[src/rtl/inst_fetch_pkg.sv]
// inst_fetch_pkg: shared pipeline definitions for the instruction fetch stage.
//   - fetch FSM state encoding (IDLE / REQ / DROP)
//   - NOP word shown to decode when nothing is fetched
//   - default reset PC and PC step
//   - FIFO entry layout {pc, word} and a word-alignment helper
package inst_fetch_pkg;

  localparam int          XLEN             = 32;
  localparam logic [31:0] PC_STEP          = 32'd4;
  localparam logic [31:0] NOP_WORD         = 32'h0000_0000;
  localparam logic [31:0] DEFAULT_RESET_PC = 32'h0000_0000;

  typedef enum logic [1:0] {
    ST_IDLE = 2'b00,
    ST_REQ  = 2'b01,
    ST_DROP = 2'b10
  } fetch_state_t;

  typedef struct packed {
    logic [XLEN-1:0] pc;
    logic [XLEN-1:0] word;
  } fetch_entry_t;

  // Instruction addresses are word aligned; low two bits are discarded.
  function automatic logic [31:0] align_pc(input logic [31:0] pc);
    return pc & ~32'h0000_0003;
  endfunction

endpackage

[src/rtl/inst_fetch_queue.sv]
// fetch_queue: 2-entry FIFO of parameterised width.
// Ports:
//   clk, rst      clock, asynchronous active-high reset
//   push, wdata   write an entry (ignored when full unless popping this cycle)
//   pop           drop the head entry (ignored when empty)
//   flush         empty the queue synchronously (wins over push/pop)
//   rdata         head entry (combinational)
//   full, empty   occupancy flags; count = occupancy 0..2
module fetch_queue #(
  parameter int W = 64
) (
  input  logic         clk,
  input  logic         rst,
  input  logic         push,
  input  logic         pop,
  input  logic         flush,
  input  logic [W-1:0] wdata,
  output logic [W-1:0] rdata,
  output logic         full,
  output logic         empty,
  output logic [1:0]   count
);

  logic [W-1:0] mem [2];
  logic         rd_ptr;
  logic         wr_ptr;
  logic         do_push;
  logic         do_pop;

  assign full    = (count == 2'd2);
  assign empty   = (count == 2'd0);
  // When full, push+pop writes the slot being popped this same edge.
  assign do_push = push && (!full || pop);
  assign do_pop  = pop && !empty;
  assign rdata   = mem[rd_ptr];

  always_ff @(posedge clk or posedge rst) begin
    if (rst) begin
      mem[0] <= '0;
      mem[1] <= '0;
      rd_ptr <= 1'b0;
      wr_ptr <= 1'b0;
      count  <= 2'd0;
    end else if (flush) begin
      rd_ptr <= 1'b0;
      wr_ptr <= 1'b0;
      count  <= 2'd0;
    end else begin
      if (do_push) begin
        mem[wr_ptr] <= wdata;
        wr_ptr      <= ~wr_ptr;
      end
      if (do_pop) rd_ptr <= ~rd_ptr;
      count <= count + {1'b0, do_push} - {1'b0, do_pop};
    end
  end

endmodule

[src/rtl/inst_fetch.sv]
// inst_fetch: instruction fetch stage with a single outstanding memory
// request and a 2-entry prefetch queue.
//   state | meaning
//   IDLE  | no request; queue full (or just out of reset)
//   REQ   | imem_req=1 at fetch PC, waiting for imem_ack
//   DROP  | request abandoned by redirect; next ack is discarded
// Ports:
//   clk, rst                 clock, asynchronous active-high reset
//   if_rst                   synchronous flush to RESET_PC (beats redirect)
//   if_en                    decode accepts inst this cycle
//   redirect, redirect_pc    taken control transfer target
//   imem_req/addr/ack/data   instruction memory handshake
//   inst, inst_pc, if_valid  instruction presented to decode
//   perf_fetched/perf_stall  counters, live only with FETCH_PERF_EN defined
module inst_fetch
  import inst_fetch_pkg::*;
#(
  parameter logic [31:0] RESET_PC = DEFAULT_RESET_PC
) (
  input  logic        clk,
  input  logic        rst,
  input  logic        if_rst,
  input  logic        if_en,
  input  logic        redirect,
  input  logic [31:0] redirect_pc,
  output logic        imem_req,
  output logic [31:0] imem_addr,
  input  logic        imem_ack,
  input  logic [31:0] imem_data,
  output logic [31:0] inst,
  output logic [31:0] inst_pc,
  output logic        if_valid,
  output logic [31:0] perf_fetched,
  output logic [31:0] perf_stall
);

  fetch_state_t state, state_nxt;
  logic [31:0]  fetch_pc, fetch_pc_nxt;
  fetch_entry_t q_wdata, q_rdata;
  logic         q_full, q_empty;
  logic [1:0]   q_count, occ_nxt;
  logic         flush, push, pop;

  assign flush   = if_rst || redirect;
  // A response is only kept if it answers a live request and no flush
  // arrives with it; an ack in IDLE/DROP or alongside a flush is dropped.
  assign push    = (state == ST_REQ) && imem_ack && !flush;
  assign pop     = if_valid && if_en;
  assign q_wdata = '{pc: fetch_pc, word: imem_data};
  assign occ_nxt = flush ? 2'd0 : q_count + {1'b0, push} - {1'b0, pop};

  fetch_queue #(.W($bits(fetch_entry_t))) u_queue (
    .clk   (clk),
    .rst   (rst),
    .push  (push),
    .pop   (pop),
    .flush (flush),
    .wdata (q_wdata),
    .rdata (q_rdata),
    .full  (q_full),
    .empty (q_empty),
    .count (q_count)
  );

  always_ff @(posedge clk or posedge rst) begin
    if (rst) begin
      state    <= ST_IDLE;
      fetch_pc <= RESET_PC;
    end else begin
      state    <= state_nxt;
      fetch_pc <= fetch_pc_nxt;
    end
  end

  always_comb begin
    state_nxt    = state;
    fetch_pc_nxt = fetch_pc;
    case (state)
      ST_IDLE: if (occ_nxt != 2'd2) state_nxt = ST_REQ;
      ST_REQ: begin
        if (flush)                             state_nxt = imem_ack ? ST_REQ : ST_DROP;
        else if (imem_ack && occ_nxt == 2'd2)  state_nxt = ST_IDLE;
      end
      ST_DROP: if (imem_ack) state_nxt = ST_REQ;
      default: state_nxt = ST_IDLE;
    endcase
    if (if_rst)        fetch_pc_nxt = RESET_PC;
    else if (redirect) fetch_pc_nxt = align_pc(redirect_pc);
    else if (push)     fetch_pc_nxt = fetch_pc + PC_STEP;
  end

  assign imem_req  = (state == ST_REQ);
  assign imem_addr = fetch_pc;
  assign if_valid  = !q_empty;
  assign inst      = q_empty ? NOP_WORD : q_rdata.word;
  assign inst_pc   = q_empty ? fetch_pc : q_rdata.pc;

`ifdef FETCH_PERF_EN
  always_ff @(posedge clk or posedge rst) begin
    if (rst) begin
      perf_fetched <= '0;
      perf_stall   <= '0;
    end else if (if_rst) begin
      perf_fetched <= '0;
      perf_stall   <= '0;
    end else begin
      if (pop)                  perf_fetched <= perf_fetched + 32'd1;
      if (if_en && !if_valid)   perf_stall   <= perf_stall + 32'd1;
    end
  end
`else
  assign perf_fetched = 32'd0;
  assign perf_stall   = 32'd0;
`endif

  // q_full is implied by count; kept visible for debug probing.
  logic unused_full;
  assign unused_full = q_full;

endmodule

[config.mk]
export PLATFORM = sky130hd
export DESIGN_NAME = inst_fetch
export DESIGN_NICKNAME = d
export VERILOG_FILES = /design/src/rtl/inst_fetch_pkg.sv /design/src/rtl/inst_fetch_queue.sv /design/src/rtl/inst_fetch.sv
export SDC_FILE = /design/constraint.sdc
export NUM_CORES = 1
export LEC_CHECK = 0
export ABC_CLOCK_PERIOD_IN_PS = 12400
export CORE_MARGIN = 4
export CORE_UTILIZATION = 40
export CTS_BUF_LIST = sky130_fd_sc_hd__clkbuf_4
export DETAILED_ROUTE_END_ITERATION = 10
export PLACE_DENSITY = 0.68
export SLEW_MARGIN = 20
export SYNTH_ARGS = -nofsm -noshare
export SYNTH_HDL_FRONTEND = slang
export SYNTH_SLANG_ARGS = --single-unit
[constraint.sdc]
create_clock -name clk -period 12.4 [get_ports clk]
set_input_delay 1.24 -clock clk [delete_from_list [all_inputs] [get_ports clk]]
set_output_delay 1.24 -clock clk [all_outputs]
set_load 0.02 [all_outputs]
==> results of run 1 <==
[stage by stage]
| stage | instance area (µm²) | power, mW | util | setup WS (ns) |
|---|---|---|---|---|
| final | 10500 | 1.35 | 0.496 | 8.13 |
| after global routing | 10500 | 1.43 | 0.496 | 7.94 |
| after CTS | 10500 | 1.36 | 0.496 | 8.05 |
| after detailed placement | 10200 | 1.03 | 0.482 | 8.38 |
| after global placement | 10200 | 1.02 | 0.482 | 8.40 |
| after floorplan | 8980 | 0.937 | - | 6.84 |
[flip-flops by register name (all words and copies together) (netlist names)]
| signal | flops |
|---|---|
| u_queue.count | 2 |
| state | 2 |
| u_queue.mem | 124 |
| u_queue.rd_ptr | 1 |
| u_queue.wr_ptr | 1 |
| imem_addr | 30 |
[cell type report]
class                      count  share of cell area
clock buffer                  17              0.0121
inverter                      10             0.00404
sequential                   160               0.381
antenna                        1            0.000238
multi-input combinational    572               0.395
tap                          275              0.0327
clock inverter                15              0.0159
timing repair buffer         169               0.159
[layout by cell type (no fill, tap or decap), drive strengths merged, types with 2 or more instances in the layout]
| cell type | netlist | routed |
|---|---|---|
| ha | 4 | 4 |
| or3 | 7 | 7 |
| and3 | 5 | 5 |
| inv | 10 | 12 |
| and2 | 5 | 5 |
| a22oi | 4 | 4 |
| clkdlybuf4s50 | 0 | 161 |
| clkinvlp | 0 | 2 |
| nand3b | 2 | 2 |
| o21ai | 45 | 45 |
| nand4 | 16 | 16 |
| nor2 | 58 | 58 |
| mux2 | 124 | 124 |
| nor3 | 10 | 10 |
| buf | 100 | 8 |
| a311oi | 8 | 8 |
| o31ai | 3 | 3 |
| nand2 | 60 | 60 |
| dfrtp | 160 | 160 |
| nand3 | 11 | 11 |
| conb | 1 | 68 |
| xnor2 | 7 | 7 |
| nor4 | 5 | 5 |
| clkinv | 0 | 8 |
| a21oi | 6 | 6 |
| a211oi | 7 | 7 |
| or4 | 10 | 10 |
| a31oi | 4 | 4 |
| o211ai | 6 | 6 |
| and4 | 6 | 6 |
| nand4b | 2 | 2 |
| clkbuf | 24 | 17 |
| mux2i | 62 | 62 |
| nor2b | 5 | 5 |
| xor2 | 5 | 5 |
| bufinv | 0 | 3 |
[path summary, 6_finish.rpt]
path | startpoint | to | depth (start not counted)
worst max register to register | u_queue.count[1]$_DFF_PP0_ | state[0]$_DFFE_PP0P_ | 9
max in group asynchronous | rst | u_queue.rd_ptr$_DFFE_PP0P_ | 3
min in group asynchronous | rst | u_queue.mem[73]$_DFFE_PP0P_ | 2
worst max-delay path | u_queue.rd_ptr$_DFFE_PP0P_ | inst_pc[20] | 4
worst min-delay path | u_queue.mem[107]$_DFFE_PP0P_ | u_queue.mem[107]$_DFFE_PP0P_ | 1
worst min register to register | u_queue.mem[107]$_DFFE_PP0P_ | u_queue.mem[107]$_DFFE_PP0P_ | 1
[layer usage]
| metal | part of all wire | vias to the layer above | routed length [µm] | global-route usage |
|---|---|---|---|---|
| met5 | 0 | - | 0 | 0 |
| met4 | 0.013 | 0 | 278 | 0.0450 |
| met3 | 0.055 | 18 | 1130 | 0.0397 |
| met2 | 0.48 | 187 | 9860 | 0.277 |
| met1 | 0.46 | 3126 | 9410 | 0.233 |
| li1 | - | 2982 | - | - |
[critical path: cells and delay by family (launching register included)]
family | cells | cell delay (ns)
flops | 1 | 0.75
mux | 1 | 0.15
buf+inv | 2 | 1.31
compound gates | 1 | 0.23
[logic make-up after synthesis]
kind of cell,after synthesis,share of synthesized area
and+or+nand+nor,209,0.128
adders and majority gates,4,0.00573
DFF,160,0.459
buffers and inverters,134,0.0959
AOI/OAI and AO/OA,93,0.0681
other,1,0.000430
xor gates and xnor gates,12,0.0120
muxes,186,0.231
[power by group]
part | total [mW] | internal (mW) | switching, mW
clock | 0.331 | 0.139 | 0.193
combinational | 0.314 | 0.167 | 0.146
sequential | 0.702 | 0.631 | 0.0703
==> results by stage, run 1 <==
Status:
- The flow ran to the end, and the final reports show no timing, DRC or antenna violations.

Yosys:
- Of all cell types, the one taking the most synthesized area is sky130_fd_sc_hd__dfrtp_1.
- The share of synthesized registers carrying an async set or reset is 1.00.
- The share of synthesized area in the top cell type comes to 0.459.
- The most numerous cell in the Yosys netlist is sky130_fd_sc_hd__dfrtp_1.
- During synthesis, Yosys emitted a total of 0 warnings.
- The share of the Yosys chip area taken by registers is 0.459.
- In the synthesized netlist, the number of instances is 799.
- Counting instances in the post-synthesis netlist gives the leading cell types as sky130_fd_sc_hd__dfrtp_1 (160), sky130_fd_sc_hd__mux2_2 (105), sky130_fd_sc_hd__buf_4 (68).
- In the post-synthesis netlist, the biggest area contributors are sky130_fd_sc_hd__dfrtp_1 (46%), sky130_fd_sc_hd__mux2_2 (14%), sky130_fd_sc_hd__mux2i_1 (7.1%).
- The count of distinct cell types in the synthesized netlist is 63.
- The number of enable flip-flop cells after synthesis is 0.
- After synthesis the netlist holds a flip-flop and latch count of 160.
- The most used flip-flop cell after synthesis is sky130_fd_sc_hd__dfrtp_1.
- The average footprint of a synthesized cell is 10.9 µm².
- The synthesized netlist occupies a cell area of 0.00873 mm².

STA:
- Setup violations remaining at the end of the flow were counted as 0.
- The max-slew violation total from the final report is 0.
- The final hold violation count is 0.
- Of the available clock period, the critical path in the final layout requires 0.345.
- Setup repair after global routing left no endpoint under its margin.
- On the final layout, the worst clock skew is 0.0149 ns.
- After routing, the total negative slack on setup checks comes to 0 ns.
- At the pin with the least slew margin, the transition time is 0.950 ns.
- In this run the tightest slew margin relative to its limit is 0.366.
- The tightest hold path in the finished design has a slack of 0.499 ns.
- After layout, the minimum clock period comes to 4.27 ns.
- Based on the critical path, the design can be clocked at up to 0.234 GHz.

Power:
- The worst-case IR drop observed on VDD is 0.0623 mV.
- In this run the static leakage power is 4.45 nW.
- The power per cell area is 128 mW/mm².

Critical path:
- The arrival time of the worst setup path is 3.03 ns.
- The critical path goes through buf_4 > mux2i_1 > o21ai_0 > clkdlybuf4s50_1.
- The worst setup path is launched from a flip-flop.
- The kind of end point of the critical path is a primary output.
- On the worst path, the slowest cell contributes a delay of 0.75 ns.
- The peak fanout along the critical path is 39.
- The required time at the worst-slack endpoint is 11.16 ns.
- The setup slack of the most critical reg-to-reg path is 9.72 ns.
- The slowest cell on the critical path is sky130_fd_sc_hd__dfrtp_4.
- The critical path start-end classification is reg2out.

Floorplanning:
- The die width is 156 µm.
- The die covers 0.0243 mm².
- After floorplanning, the core was divided into 53 placement rows.
- The floorplan core area is 0.0212 mm².
- The floorplan step set the die height to 156 µm.
- The initial cell density of the core is 0.411.
- The top-level I/O count is 232.

Place:
- Once placement completed, the tool counted placed cells totaling 1,186.
- The number of port buffers is 161.
- The HPWL reported at the end of detailed placement is 14,000 µm.
- Routability-driven placement finished with a final weighted congestion of 0.785.

Clock network:
- The root buffer selected by CTS is sky130_fd_sc_hd__clkbuf_4.
- The clock sink count is 160.
- The clock insertion delay at the later pin of the skew report is 0.56 ns.
- Buffers added to address setup during post-CTS repair amount to 0.
- TritonCTS built the clock tree.
- In this run, post-CTS hold repair placed 0 buffers.
- Clock-pin slew was measured on the worst setup and hold paths at 0.12 ns.
- No sink is reached through more buffers than the 2 on the longest clock path.
- The number of buffers added by the clock tree synthesis step is 17.
- The clock tree synthesis step divided the H-tree into 4 levels.
- The count of instances resized after the clock tree is built is 0.

Detailed routing:
- The violation count after the first detailed-route iteration is 299.
- The first TritonRoute pass finished after 5 iterations.
- The average wire per standard cell is 17.0 µm.
- Wires add up to 20,700 µm.
- In the routed design, unresolved DRC markers number 0.
- The detailed router placed 6,313 vias in this run.
- Dividing the detail-routed via count by the number of cells gives 5.18.
- In this run the remaining antenna-violating nets after routing total 0.

Layout:
- In the final layout, the multi-input gates occupy 0.00416 mm².
- The area of all sequential standard cells is 0.00401 mm².
- After the flow finishes, the layout carries non-filler instances totaling 1,219.
- The area growth from synthesis to final layout is 20.5%.
- In the final layout, the share of cells above drive strength 1 is 0.168.
- The final layout contains 1,004 nets.
- The layout has 1,969 filler cells.

Global route:
- The total overflow reported by the global router is 0.
- The global-route wire length before repair is 33,400 µm.
- The via count of the first global-routing pass is 6,322.
- Entering global routing, the biggest net connects 99 pins.
- The number of antenna violations at the first check in global routing is 1.
- In the global route stage, overall resource usage came out at 0.171.

Hold path:
- The path class of the lowest-slack min-delay path is reg2reg.

Flow run:
- Across the run, the number of max-cap violations was 0.
(Power assumes the default switching activity.)
==> inputs of run 2 (changes only) <==
ABC_CLOCK_PERIOD_IN_PS = 3600   (was 12400)
PLACE_DENSITY = 0.71   (was 0.68)
clock period = 3.6 ns   (was 12.4 ns; I/O delays follow)
==> run 2 against run 1 <==
Effect of this change:
- sequential power rose to 3.4 times the previous value
- wire length up 0.96%
- clock skew up 0.0058 ns
- critical path depth up 1
- utilization up 0.84 points
- design area up 1.7%
- sequential share of layout area down 0.63 points
- register-to-register slack worse by 8.5 ns
- clock-buffer cell count unchanged
- global-route usage down 0.17 points
- power rose to 3.6 times the previous value
- critical path type unchanged
- critical endpoint is now inst_pc[19]
==> results by stage, run 2 (synthesized netlist as in run 1, its figures left out) <==
Clock network:
- The number of buffers added by the clock tree synthesis step is 17 (unchanged).
- The number of post-CTS setup repair buffers is 0 (unchanged).
- The buffer levels on the longest clock path is 2 (unchanged).
- The number of H-tree branching levels came to 4 (unchanged).
- In this run the clock root is driven by a sky130_fd_sc_hd__clkbuf_4.
- The number of hold buffers added after CTS is 0 (unchanged).
- The clock-pin slew on the worst setup and hold paths is 0.15 ns (+0.03 ns).
- The CTS tree is done.
- The count of instances resized after the clock tree is built is 0 (unchanged).
- The clock sink count was 160 (unchanged).
- The clock insertion delay at the later pin of the skew report is 0.55 ns (about the same).

STA:
- The peak clock frequency supported by timing is 0.321 GHz.
- The smallest clock period supported by the final layout is computed as 3.11 ns.
- The normalized max-slew margin is 0.408 (+0.0417).
- The minimum setup slack in the final design is 0.487 ns (-7.64 ns).
- The post-route fraction of the period consumed by the critical path is 0.865.
- The sum of negative setup slack is 0 ns (unchanged).
- The slew of the pin with the lowest slew margin was 0.879 ns (-0.0719 ns).
- The setup violation total in the final timing report is 0 (unchanged).
- Setup repair after global routing left no endpoint under its margin.
- The max-slew violation total from the final report is 0 (unchanged).
- The post-route clock skew is 0.0207 ns (+0.00581 ns).
- The final hold violation count is 0 (unchanged).

Detailed routing:
- The number of nets still failing antenna checks after routing was 0 (unchanged).
- The uppermost metal layer occupied by signal nets is met4.
- The total routed wire length on the met1 layer is 9220 µm (-2.1%).
- The final routed wirelength across all metal layers was 20,900 µm (+0.96%).
- The violation count after the first detailed-route iteration is 348 (+16%).
- The total met2 wirelength after detailed routing is 10,200 µm (+3.2%).
- The average wire per standard cell is 17.0 µm (+0.38%).
- The ratio of routed vias to standard cells was 5.23 (+0.99%).
- The total via count after detailed routing is 6,412 (+1.6%).
- The number of design rule violations left after detail routing is 0 (unchanged).
- The number of search-and-repair iterations in the first detailed-routing pass came to 5 (unchanged).
- The routed length on met3 came to 1280 µm (+13%).

Global route:
- The via count of the first global-routing pass was 6,241 (-1.3%).
- The global-route wire length before repair came to 33,000 µm (-1.2%).
- The global-route usage over all layers is 0.170 (-0.00170).
- The total overflow reported by the global router is 0 (unchanged).
- The largest net degree at the start of global routing came to 63 (-36%).
- The number of antenna violations at the first check in global routing is 1 (unchanged).

Power:
- The power per cell area is 453 mW/mm² (+250%).
- The leakage power total is 4.52 nW (+1.6%).
- The worst ir drop on vdd is 0.210 mV (+240%).
- The overall power after layout is 4.85 mW (+260%).

Floorplanning:
- The floorplan core area came to 0.0212 mm² (unchanged).
- The number of core rows is 53 (unchanged).
- The initial cell density of the core is 0.411 (unchanged).
- The top-level I/O count is 232 (unchanged).
- The die width is 156 µm (unchanged).
- The vertical die dimension is 156 µm (unchanged).
- The overall die area was 0.0243 mm² (unchanged).

Place:
- The last weighted congestion value of the routability-driven placer is 0.824 (+5.0%).
- The worst setup slack after placement is 0.912 ns (-7.47 ns).
- The number of port buffers is 161 (unchanged).
- The HPWL reported at the end of detailed placement is 14,500 µm (+3.2%).

Layout:
- The top register by number of flip-flops is u_queue.mem.
- The count of nets after finishing is 1,011 (+0.70%).
- The most common library cell in the layout ignoring fill and taps is sky130_fd_sc_hd__clkdlybuf4s50_1.
- The library cells used most frequently in the layout, excluding fill and tap cells, are sky130_fd_sc_hd__clkdlybuf4s50_1 (161), sky130_fd_sc_hd__dfrtp_1 (159), sky130_fd_sc_hd__mux2_2 (105).
- The number of flip-flops under the largest register name is 124 (unchanged).
- The share of final-layout standard cells stronger than drive strength 1 came to 0.176 (+0.00824).
- The area growth from synthesis to final layout is 22.5%.

Critical path:
- The peak fanout along the critical path is 29 (-26%).
- Among all stages on the critical path, the largest delay is contributed by sky130_fd_sc_hd__clkdlybuf4s50_1.
- The maximum single-stage delay on the critical path is 0.64 ns (-0.11 ns).
- The critical path start-end classification is reg2out.
- The kind of end point of the critical path is a primary output.
- The required time at the worst-slack endpoint came to 3.24 ns (-7.92 ns).
- The arrival time of the worst setup path came to 2.75 ns (-0.28 ns).
- The startpoint type of the worst setup path is a flip-flop.
- The critical path goes through nor2_4 > buf_4 > nand2_1 > o21ai_0 > clkdlybuf4s50_1.

Status:
- The run finished with clean final reports.

Flow run:
- The number of maximum-capacitance violations was 0 (unchanged).

Hold path:
- The path class of the tightest hold or removal check is in2async.
[run 2: layout make-up]
type                            count  area, µm²
Fill cell                        1943      10500
Antenna cell                        1       2.50
Clock buffer                       17        128
Sequential cell                   160       4010
Timing Repair Buffer              176       1790
Tap cell                          275        344
Multi-Input combinational cell    572       4160
Inverter                           10       41.3
Clock inverter                     15        231
[run 2: power breakdown]
part	switching [mW]	internal, mW
clock	0.705	0.633
sequential	0.240	2.17
combinational	0.509	0.585
[run 2: per-stage QoR]
stage                     utilization  area (µm²)  instances  hold slack, ns
after global placement          0.487       10300       1193           0.466
after detailed placement        0.487       10300       1193           0.474
after floorplan                     -        8980        866           0.426
after global routing            0.504       10700       1226           0.288
final                           0.504       10700       1226           0.288
after CTS                       0.504       10700       1225           0.270
[run 2: metal layers]
layer  global-route usage  vias up
li1                     -     2987
met1                0.221     3205
met2                0.290      205
met3               0.0399       15
met4               0.0350        0
met5                    0        -
[run 2: final timing paths]
path | to | cells past startpoint | slack (ns) | start
min in group clk | imem_addr[8]$_DFFE_PP0P_ | 3 | 0.37 | redirect_pc[8]
worst min-delay path | u_queue.mem[0]$_DFFE_PP0P_ | 2 | 0.29 | rst
worst min register to register | u_queue.mem[94]$_DFFE_PP0P_ | 1 | 0.50 | u_queue.mem[94]$_DFFE_PP0P_
worst max register to register | state[0]$_DFFE_PP0P_ | 8 | 1.25 | u_queue.count[1]$_DFF_PP0_
max in group asynchronous | imem_addr[7]$_DFFE_PP0P_ | 3 | 2.51 | rst
worst max-delay path | inst_pc[19] | 5 | 0.49 | u_queue.count[1]$_DFF_PP0_
[run 2: worst max-delay path, delay by kind of cell (launching register included)]
kind,cells,cell delay [ns]
buf+inv,2,1.02
compound gates,1,0.11
simple gates,2,0.61
flops,1,0.45
